File: config.mk
export PLATFORM = sky130hd
export DESIGN_NAME = div_iter_unit
export DESIGN_NICKNAME = d
export VERILOG_FILES = /design/src/rtl/div_iter_unit.sv
export SDC_FILE = /design/constraint.sdc
export NUM_CORES = 1
export LEC_CHECK = 0
export CAP_MARGIN = 20
export CORE_MARGIN = 1
export CORE_UTILIZATION = 55
export DETAILED_ROUTE_END_ITERATION = 10
export PLACE_DENSITY = 0.76
export SLEW_MARGIN = 20
export SYNTH_ARGS = -nofsm -noshare
export SYNTH_HDL_FRONTEND = slang
export SYNTH_SLANG_ARGS = --single-unit
File: constraint.sdc
create_clock -name clk_i -period 6.7 [get_ports clk_i]
set_clock_uncertainty 0.05 [all_clocks]
set_input_delay 2.01 -clock clk_i [delete_from_list [all_inputs] [get_ports clk_i]]
set_output_delay 2.01 -clock clk_i [all_outputs]
set_load 0.02 [all_outputs]
File: src/rtl/div_iter_unit.sv
// Multi-cycle radix-2 restoring divider for DIV/DIVU/REM/REMU with RISC-V divide-by-zero and overflow results.
// Optional DIV_FAST_SPECIAL_EN: divide-by-zero/overflow skip the iteration phase (identical results, shorter latency).
module div_iter_unit #(
    parameter int WIDTH = 32
) (
    input  logic             clk_i,
    input  logic             rst_n_i,
    input  logic             start_i,
    input  logic             div_on_i,
    input  logic             signed_A_i,
    input  logic             signed_B_i,
    input  logic             upper_rem_i,
    input  logic [WIDTH-1:0] rs1_i,
    input  logic [WIDTH-1:0] rs2_i,
    output logic             busy_o,
    output logic             done_o,
    output logic [WIDTH-1:0] result_o
);

    localparam int CW = $clog2(WIDTH);
    localparam logic [WIDTH-1:0] ONE     = WIDTH'(1);
    localparam logic [WIDTH-1:0] MIN_INT = {1'b1, {(WIDTH-1){1'b0}}};
    localparam logic [CW-1:0]    LAST    = CW'(WIDTH - 1);

    typedef enum logic [1:0] {IDLE, CALC, FIX, DONE} state_t;

    state_t           state_reg, state_next;
    logic [WIDTH:0]   rem_reg;
    logic [WIDTH-1:0] quo_reg;
    logic [WIDTH-1:0] dsr_reg;
    logic [WIDTH-1:0] rs1_reg;
    logic [WIDTH-1:0] result_reg;
    logic [CW-1:0]    count_reg;
    logic             neg_q_reg, neg_r_reg, dz_reg, ovf_reg, upper_rem_reg;

    // Request decode, evaluated on the live inputs for the acceptance edge
    logic             accept;
    logic             a_neg, b_neg;
    logic [WIDTH-1:0] a_mag, b_mag;
    logic             in_dz, in_ovf;

    assign accept = start_i & div_on_i;
    assign a_neg  = signed_A_i & rs1_i[WIDTH-1];
    assign b_neg  = signed_B_i & rs2_i[WIDTH-1];
    assign a_mag  = a_neg ? (~rs1_i + ONE) : rs1_i;
    assign b_mag  = b_neg ? (~rs2_i + ONE) : rs2_i;
    assign in_dz  = (rs2_i == '0);
    assign in_ovf = signed_A_i & signed_B_i & (rs1_i == MIN_INT) & (rs2_i == '1);

    // One restoring step: shift {rem, quo} left and try subtracting the divisor
    logic [WIDTH:0] rem_shift, trial;

    assign rem_shift = {rem_reg[WIDTH-1:0], quo_reg[WIDTH-1]};
    assign trial     = rem_shift - {1'b0, dsr_reg};

    // Sign fix-up and special-case override of the final value
    logic [WIDTH-1:0] quo_final, rem_final, fix_value;

    always_comb begin
        quo_final = neg_q_reg ? (~quo_reg + ONE) : quo_reg;
        rem_final = neg_r_reg ? (~rem_reg[WIDTH-1:0] + ONE) : rem_reg[WIDTH-1:0];
        if (dz_reg) begin
            quo_final = '1;
            rem_final = rs1_reg;
        end else if (ovf_reg) begin
            quo_final = MIN_INT;
            rem_final = '0;
        end
        fix_value = upper_rem_reg ? rem_final : quo_final;
    end

    always_ff @(posedge clk_i or negedge rst_n_i) begin
        if (!rst_n_i) begin
            state_reg <= IDLE;
        end else begin
            state_reg <= state_next;
        end
    end

    always_comb begin
        state_next = state_reg;
        case (state_reg)
            IDLE: begin
                if (accept) begin
`ifdef DIV_FAST_SPECIAL_EN
                    state_next = (in_dz | in_ovf) ? FIX : CALC;
`else
                    state_next = CALC;
`endif
                end
            end
            CALC:    if (count_reg == LAST) state_next = FIX;
            FIX:     state_next = DONE;
            DONE:    state_next = IDLE;
            default: state_next = IDLE;
        endcase
    end

    always_ff @(posedge clk_i or negedge rst_n_i) begin
        if (!rst_n_i) begin
            rem_reg       <= '0;
            quo_reg       <= '0;
            dsr_reg       <= '0;
            rs1_reg       <= '0;
            result_reg    <= '0;
            count_reg     <= '0;
            neg_q_reg     <= 1'b0;
            neg_r_reg     <= 1'b0;
            dz_reg        <= 1'b0;
            ovf_reg       <= 1'b0;
            upper_rem_reg <= 1'b0;
        end else begin
            case (state_reg)
                IDLE: begin
                    if (accept) begin
                        rem_reg       <= '0;
                        quo_reg       <= a_mag;
                        dsr_reg       <= b_mag;
                        rs1_reg       <= rs1_i;
                        count_reg     <= '0;
                        neg_q_reg     <= a_neg ^ b_neg;
                        neg_r_reg     <= a_neg;
                        dz_reg        <= in_dz;
                        ovf_reg       <= in_ovf;
                        upper_rem_reg <= upper_rem_i;
                    end
                end
                CALC: begin
                    if (!trial[WIDTH]) begin
                        rem_reg <= trial;
                        quo_reg <= {quo_reg[WIDTH-2:0], 1'b1};
                    end else begin
                        rem_reg <= rem_shift;
                        quo_reg <= {quo_reg[WIDTH-2:0], 1'b0};
                    end
                    count_reg <= count_reg + CW'(1);
                end
                FIX: begin
                    result_reg <= fix_value;
                end
                default: ;
            endcase
        end
    end

    assign busy_o   = (state_reg == CALC) || (state_reg == FIX);
    assign done_o   = (state_reg == DONE);
    assign result_o = result_reg;

endmodule

==> flow_summary.json <==
{
  "cp_max_fo": 4,
  "layout.nets": 1642,
  "p_seq_share_pct": 27.1,
  "finalMaxSlewViolations": 0,
  "cts_tree": "done",
  "num_rows": 53,
  "required_ps": 6960,
  "multi_input_area_um2": 7300,
  "post_cts_buffers": 0,
  "placedCellCount": 1782,
  "cts_num_sinks": 172,
  "clock_latency_ps": 440,
  "ys_ff_latch": 172,
  "whs_path_depth": 2,
  "post_route_cells_drive_above_1_share_pct": 6.89,
  "startpoint_type": "primary input",
  "portBuffers": 104,
  "relSlewSlack_pct": 32.1,
  "clk_pin_slew_ps": 70,
  "drc": 0,
  "final_cells": 1814,
  "ioPinCount": 105,
  "ctsHoldBuffers": 0,
  "p_clk_share_pct": 14.1,
  "cts_made_buffers": 17,
  "totalWireLength_um": 35100,
  "p_int_mw": 3.90,
  "die-area_um2": 22600,
  "rsz0062_at_grt": "false",
  "yosys_most_used_dff": "dfrtp_1",
  "netlist_instances": 1468,
  "fill_cells": 1811,
  "r2r_slack_ps": 3240,
  "cts_max_path_buffers": 2,
  "viasPerCell": 6.30,
  "ir_drop_mv": 0.244,
  "setup_tns_ps": 0,
  "p_leak_nw": 5.85,
  "syn_area_um2": 12100,
  "clock-root-buffer": "clkbuf_16",
  "post_synth_num_cell_types": 67,
  "yosysTopAreaCellShare_pct": 35.5,
  "area_growth_pct": 15.3,
  "p_sw_mw": 3.61,
  "synth_warnings": 0,
  "swShare_pct": 48.0,
  "setup_violations": 0,
  "period_share_pct": 73.9,
  "drtIter0Drc": 949,
  "ant_nets": 0,
  "finalHoldViolations": 0,
  "critPathKind": "in -> reg",
  "grt_pass1_vias": 10600,
  "die_h_um": 150,
  "power_density_nw_per_um2": 538,
  "start_util_pct": 56.9,
  "gr-total-overflow": 0,
  "grt_pass1_wl_um": 56600,
  "yosysSeqAreaShare_pct": 35.5,
  "regArea_um2": 4300,
  "async_reset_ff_share_pct": 100,
  "core_um2": 21300,
  "cts_resized": 0,
  "grt_antenna_before_repair": 0,
  "place_congestion": 0.956,
  "wl_per_cell_um": 19.4,
  "dp.final_hpwl_um": 25400,
  "maxCapViolCount": 0,
  "status": "finished, final reports clean",
  "hold_path.class": "reg -> reg",
  "grt_util_all_layers_pct": 32.3,
  "r2r_cells": 12,
  "syn_nets": 1584,
  "cts_max_level": 4,
  "dr.pass1.iters": 6,
  "yosysTopAreaCell": "dfrtp_1",
  "worstMarginPinSlew_ps": 1010,
  "grt_max_degree": 83,
  "maxClockFrequency_ghz": 0.202,
  "arrival_ps": 5210,
  "antenna_cells": 0,
  "combPwrFrac_pct": 58.8,
  "synth-edff-count": 0,
  "syn-mean-instance-area_um2": 8.25,
  "synth_area_leaders": "dfrtp_1, o21ai_0, a21oi_1",
  "crit_path_end_kind": "flop",
  "fp.dieW_um": 150,
  "num_vias": 11400,
  "fin_crit_ps": 4950
}
## worst paths after layout
check | startpoint | end
setup / recovery | rs1_i[5] | quo_reg[30]$_DFFE_PN0P_
hold / removal | dsr_reg[21]$_DFFE_PN0P_ | dsr_reg[21]$_DFFE_PN0P_
setup reg to reg | quo_reg[31]$_DFFE_PN0P_ | rem_reg[30]$_DFFE_PN0P_
hold reg to reg | dsr_reg[21]$_DFFE_PN0P_ | dsr_reg[21]$_DFFE_PN0P_
max in group asynchronous | rst_n_i | rs1_reg[19]$_DFFE_PN0P_
min in group asynchronous | rst_n_i | dsr_reg[3]$_DFFE_PN0P_
## Yosys cell counts, types with 5 or more instances
cell type  instances
o31ai_1           29
a21oi_1          134
o41ai_1           10
a31oi_1           15
or3_1             21
a22o_1             6
mux2_2            32
and2_1             9
clkbuf_1          67
a32oi_1            9
nand4_1           10
buf_2              5
mux2i_1           15
dfrtp_1          172
o21ai_0          174
a22oi_1            5
ha_1              44
o221ai_1           8
buf_1             10
xnor2_1           66
nor2_1           112
and3_1            15
or2_2              8
nor4_1            12
or4_1             15
a211oi_1           6
inv_1             60
o21ai_1            7
nand3_1           18
nor3_1            22
o211ai_1           7
nand2b_1           8
a21o_1            20
o21a_1             7
xor2_1            69
nand2_1          174
nor2b_1           11
## through the flow
stage	hold slack (ps)	power [mW]	cell area [um2]	utilization, %	worst slack (ps)
global placement	412	6.26	13300	62.7	1580
finish	434	7.51	14000	65.6	1750
CTS	438	7.45	14000	65.6	1810
global route	451	8.08	14000	65.6	1450
floorplan	400	5.09	12100	-	2340
detailed placement	421	6.36	13300	62.7	1360
## power groups by stage
stage / logic, mW / registers (mW) / clock network [mW]
2_1_floorplan: 3.13 / 1.96 / 0
3_3_place_gp: 4.24 / 2.02 / 0
3_5_place_dp: 4.33 / 2.04 / 0
4_1_cts: 4.37 / 2.02 / 1.06
5_1_grt: 4.88 / 2.09 / 1.11
6_report: 4.41 / 2.04 / 1.06
## layout make-up
cell class | instances | area share, %
Sequential cell | 172 | 30.8
Timing Repair Buffer | 121 | 8.38
Clock buffer | 17 | 3.05
Tap cell | 275 | 2.46
Multi-Input combinational cell | 1153 | 52.3
Clock inverter | 15 | 1.41
Inverter | 61 | 1.64
## critical path: stages
cell and delay [ps]:
clkdlybuf4s50_1 490, nor4_1 680, and3_1 310, and2_1 230, nand3b_1 210, nor3_1 370
nand2_1 170, o41ai_1 320, xor2_1 120, o311ai_0 290
## routing by layer
metal	track usage (%)	vias to the layer above	part of all wire (%)
met3	5.58	72	8.6
met1	46.0	5474	43
li1	-	5376	-
met2	49.2	503	45
met4	11.3	0	3.1
met5	0	-	0
## layout by cell type (no fill, tap or decap), types with 22 or more instances in the layout
| master | netlist | final |
|---|---|---|
| o21ai_0 | 174 | 174 |
| clkdlybuf4s50_1 | 0 | 103 |
| xor2_1 | 69 | 69 |
| ha_1 | 44 | 42 |
| a21oi_1 | 134 | 134 |
| nor3_1 | 22 | 22 |
| nand2_1 | 174 | 174 |
| mux2_2 | 32 | 32 |
| inv_1 | 60 | 60 |
| o31ai_1 | 29 | 29 |
| xnor2_1 | 66 | 66 |
| dfrtp_1 | 172 | 172 |
| nor2_1 | 112 | 112 |
## cells by family after synthesis
logic type	share of synthesized area (%)
buf+inv	4.48
flops	35.5
simple gates	17.3
xor+xnor	9.76
fa+ha+maj	4.71
mux	4.21
compound gates	24.0
Power figures use the tool's default switching activity.
